File: config.mk
export PLATFORM = sky130hd
export DESIGN_NAME = sparc_ifu_starv_mon
export DESIGN_NICKNAME = d
export VERILOG_FILES = /design/src/rtl/sparc_ifu_starv_mon.sv
export SDC_FILE = /design/constraint.sdc
export NUM_CORES = 1
export LEC_CHECK = 0
export ABC_CLOCK_PERIOD_IN_PS = 4750
export BUFFER_PORTS_ARGS = -buffer_cell sky130_fd_sc_hd__buf_2
export CORE_MARGIN = 1
export CORE_UTILIZATION = 54
export CTS_BUF_LIST = sky130_fd_sc_hd__clkbuf_8
export DETAILED_ROUTE_END_ITERATION = 10
export PLACE_DENSITY_LB_ADDON = 0.08
export SYNTH_ARGS = -nofsm -noshare
export SYNTH_HDL_FRONTEND = slang
export SYNTH_SLANG_ARGS = --single-unit
File: constraint.sdc
create_clock -name clk -period 4.75 [get_ports clk]
set_clock_uncertainty 0.15 [all_clocks]
set_input_delay 0 -clock clk [delete_from_list [all_inputs] [get_ports clk]]
set_output_delay 0 -clock clk [all_outputs]
set_load 0.005 [all_outputs]
File: src/rtl/sparc_ifu_starv_mon.sv
// Starvation monitor for the IFU thread-select path: per-thread saturating wait
// counters, a programmable starvation limit and a round-robin fairness override.
module sparc_ifu_starv_mon #(
  parameter int NUM_THR   = 4,
  parameter int CTR_W     = 5,
  parameter int DEF_LIMIT = 24
) (
  input  logic               clk,
  input  logic               reset,
  input  logic [NUM_THR-1:0] thr_wait,
  input  logic [NUM_THR-1:0] thr_grant,
  input  logic               limit_wr_en,
  input  logic [CTR_W-1:0]   limit_wr_data,
  input  logic               clr_seen,
  output logic [NUM_THR-1:0] starv,
  output logic [NUM_THR-1:0] starv_pick,
  output logic               any_starv,
  output logic [NUM_THR-1:0] starv_seen,
  output logic [CTR_W-1:0]   limit
);

  localparam int PTR_W = (NUM_THR > 1) ? $clog2(NUM_THR) : 1;
  localparam logic [PTR_W-1:0] LAST_IDX  = PTR_W'(NUM_THR - 1);
  localparam logic [PTR_W:0]   NUM_THR_X = (PTR_W + 1)'(NUM_THR);

  logic [CTR_W-1:0] count [NUM_THR];
  logic [CTR_W-1:0] limit_q;
  logic [PTR_W-1:0] rr_ptr;
  logic [PTR_W-1:0] pick_idx;
  logic             pick_vld;

  // NOTE: sequential state uses non-blocking assignments so every register
  // samples pre-edge values; the counter array is small and must start at
  // zero, so it is reset along with the rest of the state.
  always_ff @(posedge clk) begin
    if (reset) begin
      for (int i = 0; i < NUM_THR; i++) count[i] <= '0;
      limit_q    <= CTR_W'(DEF_LIMIT);
      rr_ptr     <= '0;
      starv_seen <= '0;
    end else begin
      for (int i = 0; i < NUM_THR; i++) begin
        if (thr_grant[i] || !thr_wait[i]) count[i] <= '0;
        else if (count[i] != '1)          count[i] <= count[i] + CTR_W'(1);
      end
      if (limit_wr_en) limit_q <= limit_wr_data;
      // Advance past the serviced thread only once the override was honoured.
      if (pick_vld && thr_grant[pick_idx])
        rr_ptr <= (pick_idx == LAST_IDX) ? '0 : pick_idx + PTR_W'(1);
      // A starving thread in the clear cycle stays recorded.
      starv_seen <= (clr_seen ? '0 : starv_seen) | starv;
    end
  end

  // NOTE: every always_comb output gets a default before any conditional
  // update, otherwise a path that skips the assignment infers a latch.
  always_comb begin
    for (int i = 0; i < NUM_THR; i++)
      starv[i] = (limit_q != '0) && (count[i] >= limit_q);
  end

  assign any_starv = |starv;
  assign limit     = limit_q;

  // First starving thread at or after rr_ptr, scanning modulo NUM_THR.
  always_comb begin
    logic [PTR_W:0] pos;
    pos        = '0;
    pick_vld   = 1'b0;
    pick_idx   = '0;
    starv_pick = '0;
    for (int k = 0; k < NUM_THR; k++) begin
      pos = {1'b0, rr_ptr} + (PTR_W + 1)'(k);
      if (pos >= NUM_THR_X) pos = pos - NUM_THR_X;
      if (!pick_vld && starv[pos[PTR_W-1:0]]) begin
        pick_vld = 1'b1;
        pick_idx = pos[PTR_W-1:0];
      end
    end
    for (int i = 0; i < NUM_THR; i++)
      starv_pick[i] = pick_vld && (pick_idx == PTR_W'(i));
  end

endmodule

-- Word level (Yosys, flattened, before mapping)
Memory sizes are Yosys's and may differ from the RTL's.
Index checks and enable logic that the tools add are counted.
- register bits: 11
- memory bits (writable): 20
- bits of input ports: 17
- word-level logic and storage cells: 133
- memories kept: 1
- $add $sub $neg: 12
- $lt $le $gt $ge: 13
- eq/ne operators: 7
- multiplexer cells: 62
- bitwise gates (word level): 9
- reductions and logical operators: 26
- memories (memory ; depth ; width ; rd ports ; clocked after memory_dff ; wr ports ; RTL line ; source):
    count ; 4 ; 5 ; 4 ; 0 ; 4 ; 26 ; logic [CTR_W-1:0] count [NUM_THR];
- operators by type and width (operator ; count):
    $mux W5 ; 8
    $mux W1 ; 39
    $add A5 B1 Y5 const B ; 4
    $ge A5 B5 Y1 ; 4
    $ne A5 B5 Y1 const B ; 4
    $mux W2 ; 9
    $lt A2 B3 Y1 const B ; 5
    $logic_and A1 B1 Y1 ; 12
    $bmux W1 S2 ; 5
    $ge A3 B3 Y1 const B ; 3
    $or A1 B1 Y1 ; 8
    $sub A2 B1 Y2 const B ; 4
    $logic_not A1 Y1 ; 7
    $add A2 B2 Y3 const B ; 2
    $reduce_bool A5 Y1 ; 1
    $eq A2 B2 Y1 const B ; 2
    $logic_or A1 B1 Y1 ; 4
    $mux W4 ; 1
    $or A4 B4 Y4 ; 1
    $reduce_or A4 Y1 ; 1
    $add A2 B1 Y3 const B ; 1
    $ge A2 B3 Y1 const B ; 1
    $add A2 B1 Y2 const B ; 1
    $eq A2 B1 Y1 const B ; 1
    $logic_not A2 Y1 ; 1

-- Logic depth before layout (Yosys ltp)
- depth after elaboration: 17
- depth in mapped cells: 11
- gate-level depth less buffers: 11

-- Least setup slack after synthesis
OpenSTA, ideal clock, no wires.
- path type: register -> register
- from: register limit_q[4] (netlist: limit[4])
- to: register rr_ptr[1]
- library setup time: 0.116 ns
- data arrival time: 2.336 ns
- slack: 2.147 ns
- cell stages (with the launch flop): 10
- path through: dfxtp_1 inv_1 ha_1 a21o_2 a31oi_4 o2bb2ai_1 a221oi_4 mux2i_1 mux2i_4 a41o_1
- word-level cells in the longest chain between the ends: 17
- elaborated cells between the ends (all ways): 37
- those cells by class: 1 x add/sub; 4 x order compare; 1 x eq/ne; 19 x mux; 12 x reduce/logical
- RTL lines (item ; RTL line ; source):
    from (decl) ; 27 ; logic [CTR_W-1:0] limit_q;
    from (signal assigned) ; 38 ; limit_q <= CTR_W'(DEF_LIMIT);
    from (signal assigned) ; 46 ; if (limit_wr_en) limit_q <= limit_wr_data;
    $ge A5 B5 Y1 / $reduce_bool A5 Y1 (equally long branches) ; 59 ; starv[i] = (limit_q != '0) && (count[i] >= limit_q);
    $logic_and A1 B1 Y1 ; 59 ;
    $bmux W1 S2 ; 75 ; if (!pick_vld && starv[pos[PTR_W-1:0]]) begin
    $mux W1 (implied by the code) ; 75 ;
    $mux W1 ; 75 ;
    $logic_not A1 Y1 ; 75 ;
    $logic_and A1 B1 Y1 ; 75 ;
    $mux W1 ; 75 ;
    $logic_not A1 Y1 ; 75 ;
    $logic_and A1 B1 Y1 ; 75 ;
    $mux W1 ; 75 ;
    $logic_not A1 Y1 ; 75 ;
    $logic_and A1 B1 Y1 ; 75 ;
    $mux W2 ; 75 ;
    $bmux W1 S2 ; 48 ; if (pick_vld && thr_grant[pick_idx])
    $mux W1 (implied by the code) ; 48 ;
    $logic_and A1 B1 Y1 ; 48 ;
    to (signal assigned) ; 49 ; rr_ptr <= (pick_idx == LAST_IDX) ? '0 : pick_idx + PTR_W'(1);
    to (decl) ; 28 ; logic [PTR_W-1:0] rr_ptr;
Several ways; a longest one is shown, not always the timed one. The select of a mux whose other input is x is not followed.
A chain may end at the register's enable or synchronous reset.

-- Worst setup path after layout
- from: register limit_q[2] (netlist: limit[2])
- to: output starv_pick[3]
- word-level cells in the longest chain between the ends: 16
- elaborated cells between the ends (all ways): 33
- those cells by class: 4 x order compare; 1 x eq/ne; 16 x mux; 12 x reduce/logical
- RTL lines (item ; RTL line ; source):
    $ge A5 B5 Y1 / $reduce_bool A5 Y1 (equally long branches) ; 59 ;
    $logic_and A1 B1 Y1 ; 59 ;
    $bmux W1 S2 ; 75 ;
    $mux W1 (implied by the code) ; 75 ;
    $mux W1 ; 75 ;
    $logic_not A1 Y1 ; 75 ;
    $logic_and A1 B1 Y1 ; 75 ;
    $mux W1 ; 75 ;
    $logic_not A1 Y1 ; 75 ;
    $logic_and A1 B1 Y1 ; 75 ;
    $mux W1 ; 75 ;
    $logic_not A1 Y1 ; 75 ;
    $logic_and A1 B1 Y1 ; 75 ;
    $mux W2 ; 75 ;
    $eq A2 B2 Y1 ; 81 ; starv_pick[i] = pick_vld && (pick_idx == PTR_W'(i));
    $logic_and A1 B1 Y1 * ; 81 ;
    to (decl) ; 16 ; output logic [NUM_THR-1:0] starv_pick,
Every way passes the cells marked *; elsewhere a longest branch is shown, timed or not. The select of a mux whose other input is x is not followed.

==> impl_metrics.tcl <==
set metrics [dict create \
    antenna_found_initial 0 \
    syn_to_final_growth_pct 22.3 \
    layout_min_cycle_time_ps 2970 \
    layout.area.seq_um2 821 \
    clock.fmax_mhz 336 \
    die-area_mm2 0.00422 \
    layout.nets 317 \
    drv_cap 0 \
    tns_ps 0 \
    clock_latency_ps 280 \
    ys_async_sr_fraction 0 \
    routed_via_density 5.31 \
    worstPathMaxFanout 5 \
    design_area_mm2 0.00262 \
    holdCritPathClass "primary input to flop" \
    drc 0 \
    utilization 0.700 \
    coreArea_mm2 0.00374 \
    ctsHtreeMaxLevel 2 \
    grt_pass1_wl_mm 7.37 \
    grt_usage 0.234 \
    n_fill_cell 316 \
    grt_pass1_vias 1637 \
    synth-main-ff-cell "edfxtp_1" \
    power_density_mw_per_mm2 218 \
    vdd_drop_max_mv 0.154 \
    post-route-period-util 0.626 \
    status "finished clean" \
    yosysTopAreaCellShare 0.281 \
    totalPowerFinal_uw 570 \
    syn-instance-count 212 \
    vias 1682 \
    avgRoutedWirePerCell_um 13.7 \
    tightest_slew_ps 348 \
    synth_area_mm2 0.00214 \
    worst-path-buf-inv 3 \
    slowest_stage "dfxtp_1" \
    yosys_warnings 0 \
    grt_max_degree 14 \
    multi_input_area_mm2 0.00125 \
    die_w_um 65.0 \
    seq_area_frac_synth 0.383 \
    cp.required_ps 4600 \
    drive_gt1_frac 0.216 \
    postPlaceCellArea_mm2 0.00236 \
    synth_cell_type_count 44 \
    end_kind "output pin" \
    overflow 0 \
    post_cts_resized 0 \
    first_iter_violations 45 \
    gp_congestion 0.783 \
    insertedDiodeCount 0 \
    cts_tree "done" \
    worstSetupPathType "flop to output pin" \
    cts.clk_slew.worst_paths_ps 60 \
    cts_sinks 31 \
    avgSynthCellArea_um2 10.1 \
    routed_wl_mm 4.35 \
    synth_top_cell_by_area "edfxtp_1" \
    p_leak_nw 1.30 \
    num_rows 22 \
    worstPathArrival_ps 2820 \
    rsz0062_at_grt "no" \
    path_cells "inv_1, ha_1, a21o_1, a31oi_1, o21ai_1, mux2_2, o221ai_1, a211o_1, inv_1, ha_1, and2_1, buf_2" \
    start_kind "flop" \
    critPathMaxStageDelay_ps 370 \
    firstDrtPassIters 4 \
    root_buffer "clkbuf_8" \
    cts_buffers 5 \
    initial_utilization 0.572 \
    synthTopCellsByArea "edfxtp_1, ha_1, dfxtp_1, nor2_1, and2_1" \
    crit_family "compound AO/OA/AOI/OAI gates" \
    synth_nets 261 \
    setup_violations 0 \
    ys_ff_latch 31 \
    boundaryPins 35 \
    final_max_slew_viol_count 0 \
    dp_hpwl_mm 3.19 \
    io_buffers 34 \
    clock_path_buffers 2 \
    hold_viol 0 \
    synth-edff-count 20 \
    ant_nets 0 \
    max-slew-margin-rel 0.768 \
    die_h_um 65.0 \
]
==> synth_stat cells (all sizes together), types with 2 or more instances <==
library cell   n
a31oi          3
edfxtp        20
mux2i          6
nand3          7
ha            32
nor3           3
and3           4
nor2b          2
nand2b         3
or2            3
o211ai         2
dfxtp         11
a21o           3
xor2           4
xnor2          4
and2          14
inv           15
nand2         16
nor2          31
a21oi         10
o21ai          5
buf            2
==> cell usage in the layout, fill, tap and decap left out, drive strengths merged, types with 4 or more instances in the layout <==
cell,n
edfxtp,20
buf,34
xnor2,4
nand2,16
nand3,7
nor2,31
dlygate4sd3,18
inv,18
mux2i,6
o21ai,5
xor2,4
and3,4
dfxtp,11
a21oi,10
clkbuf,5
and2,14
ha,32
==> cell type report <==
type / count / share of cell area
Multi-Input combinational cell: 163 / 0.478
Sequential cell: 31 / 0.313
Timing Repair Buffer: 52 / 0.134
Clock buffer: 5 / 0.0263
Tap cell: 48 / 0.0229
Inverter: 15 / 0.0215
Clock inverter: 3 / 0.00430
==> final timing paths <==
| check | from | endpoint | slack [ps] | cells after the start |
|---|---|---|---|---|
| max | limit[2]$_SDFFE_PP0P_ | starv_pick[3] | 1780 | 12 |
| min | thr_grant[1] | rr_ptr[0]$_SDFFE_PP0P_ | 30 | 4 |
| max reg2reg | limit[2]$_SDFFE_PP0P_ | rr_ptr[0]$_SDFFE_PP0P_ | 1920 | 11 |
| min reg2reg | starv_seen[3]$_SDFF_PP0_ | starv_seen[3]$_SDFF_PP0_ | 330 | 2 |
==> tightest hold or removal path, cell delays in order <==
cell     delay [ps]
buf_2            90
mux2i_1         110
nor2_1          150
nor3_2           60
==> per-stage QoR <==
| stage | cells | hold slack, ps | worst slack, ps |
|---|---|---|---|
| 2_1_floorplan | 212 | -23.8 | 2150 |
| 3_3_place_gp | 291 | 70.5 | 1960 |
| 3_5_place_dp | 291 | 72.0 | 1920 |
| 4_1_cts | 317 | 16.2 | 1750 |
| 5_1_grt | 317 | 38.8 | 1560 |
| 6_report | 317 | 28.3 | 1780 |
==> report_power, final <==
group / internal [mW] / leakage, nW / switching, mW
clock network: 0.0973 / 0.0519 / 0.0892
registers: 0.290 / 0.335 / 0.00656
logic: 0.0425 / 0.911 / 0.0443
total: 0.430 / 1.30 / 0.140
==> cell families (layout without fill, tap and decap cells) <==
logic type,Yosys count,count (layout),synth area share
DFF,31,31,0.383
xor gates and xnor gates,8,8,0.0327
buffers and inverters,18,75,0.0321
muxes,7,7,0.0392
AOI/OAI and AO/OA,31,31,0.127
adders and majority gates,32,32,0.187
and+or+nand+nor,85,85,0.198
==> sequential cells by signal, indices dropped and copies added (netlist names) <==
register,count
starv_seen,4
limit,5
rr_ptr,2
count,20
==> metal layers <==
layer	wire [um]	share of wire	GRT usage
met5	0	0	0
met2	2120	0.49	0.401
met1	2010	0.46	0.280
met4	61	0.014	0.0833
met3	160	0.037	0.0616
==> what timing repair did <==
action	4_1_cts	5_1_grt
endpoints found under the hold margin	10	0
setup endpoints to repair	0	0
buffers inserted	0	0
hold buffers	18	0
Power figures use the tool's default switching activity.
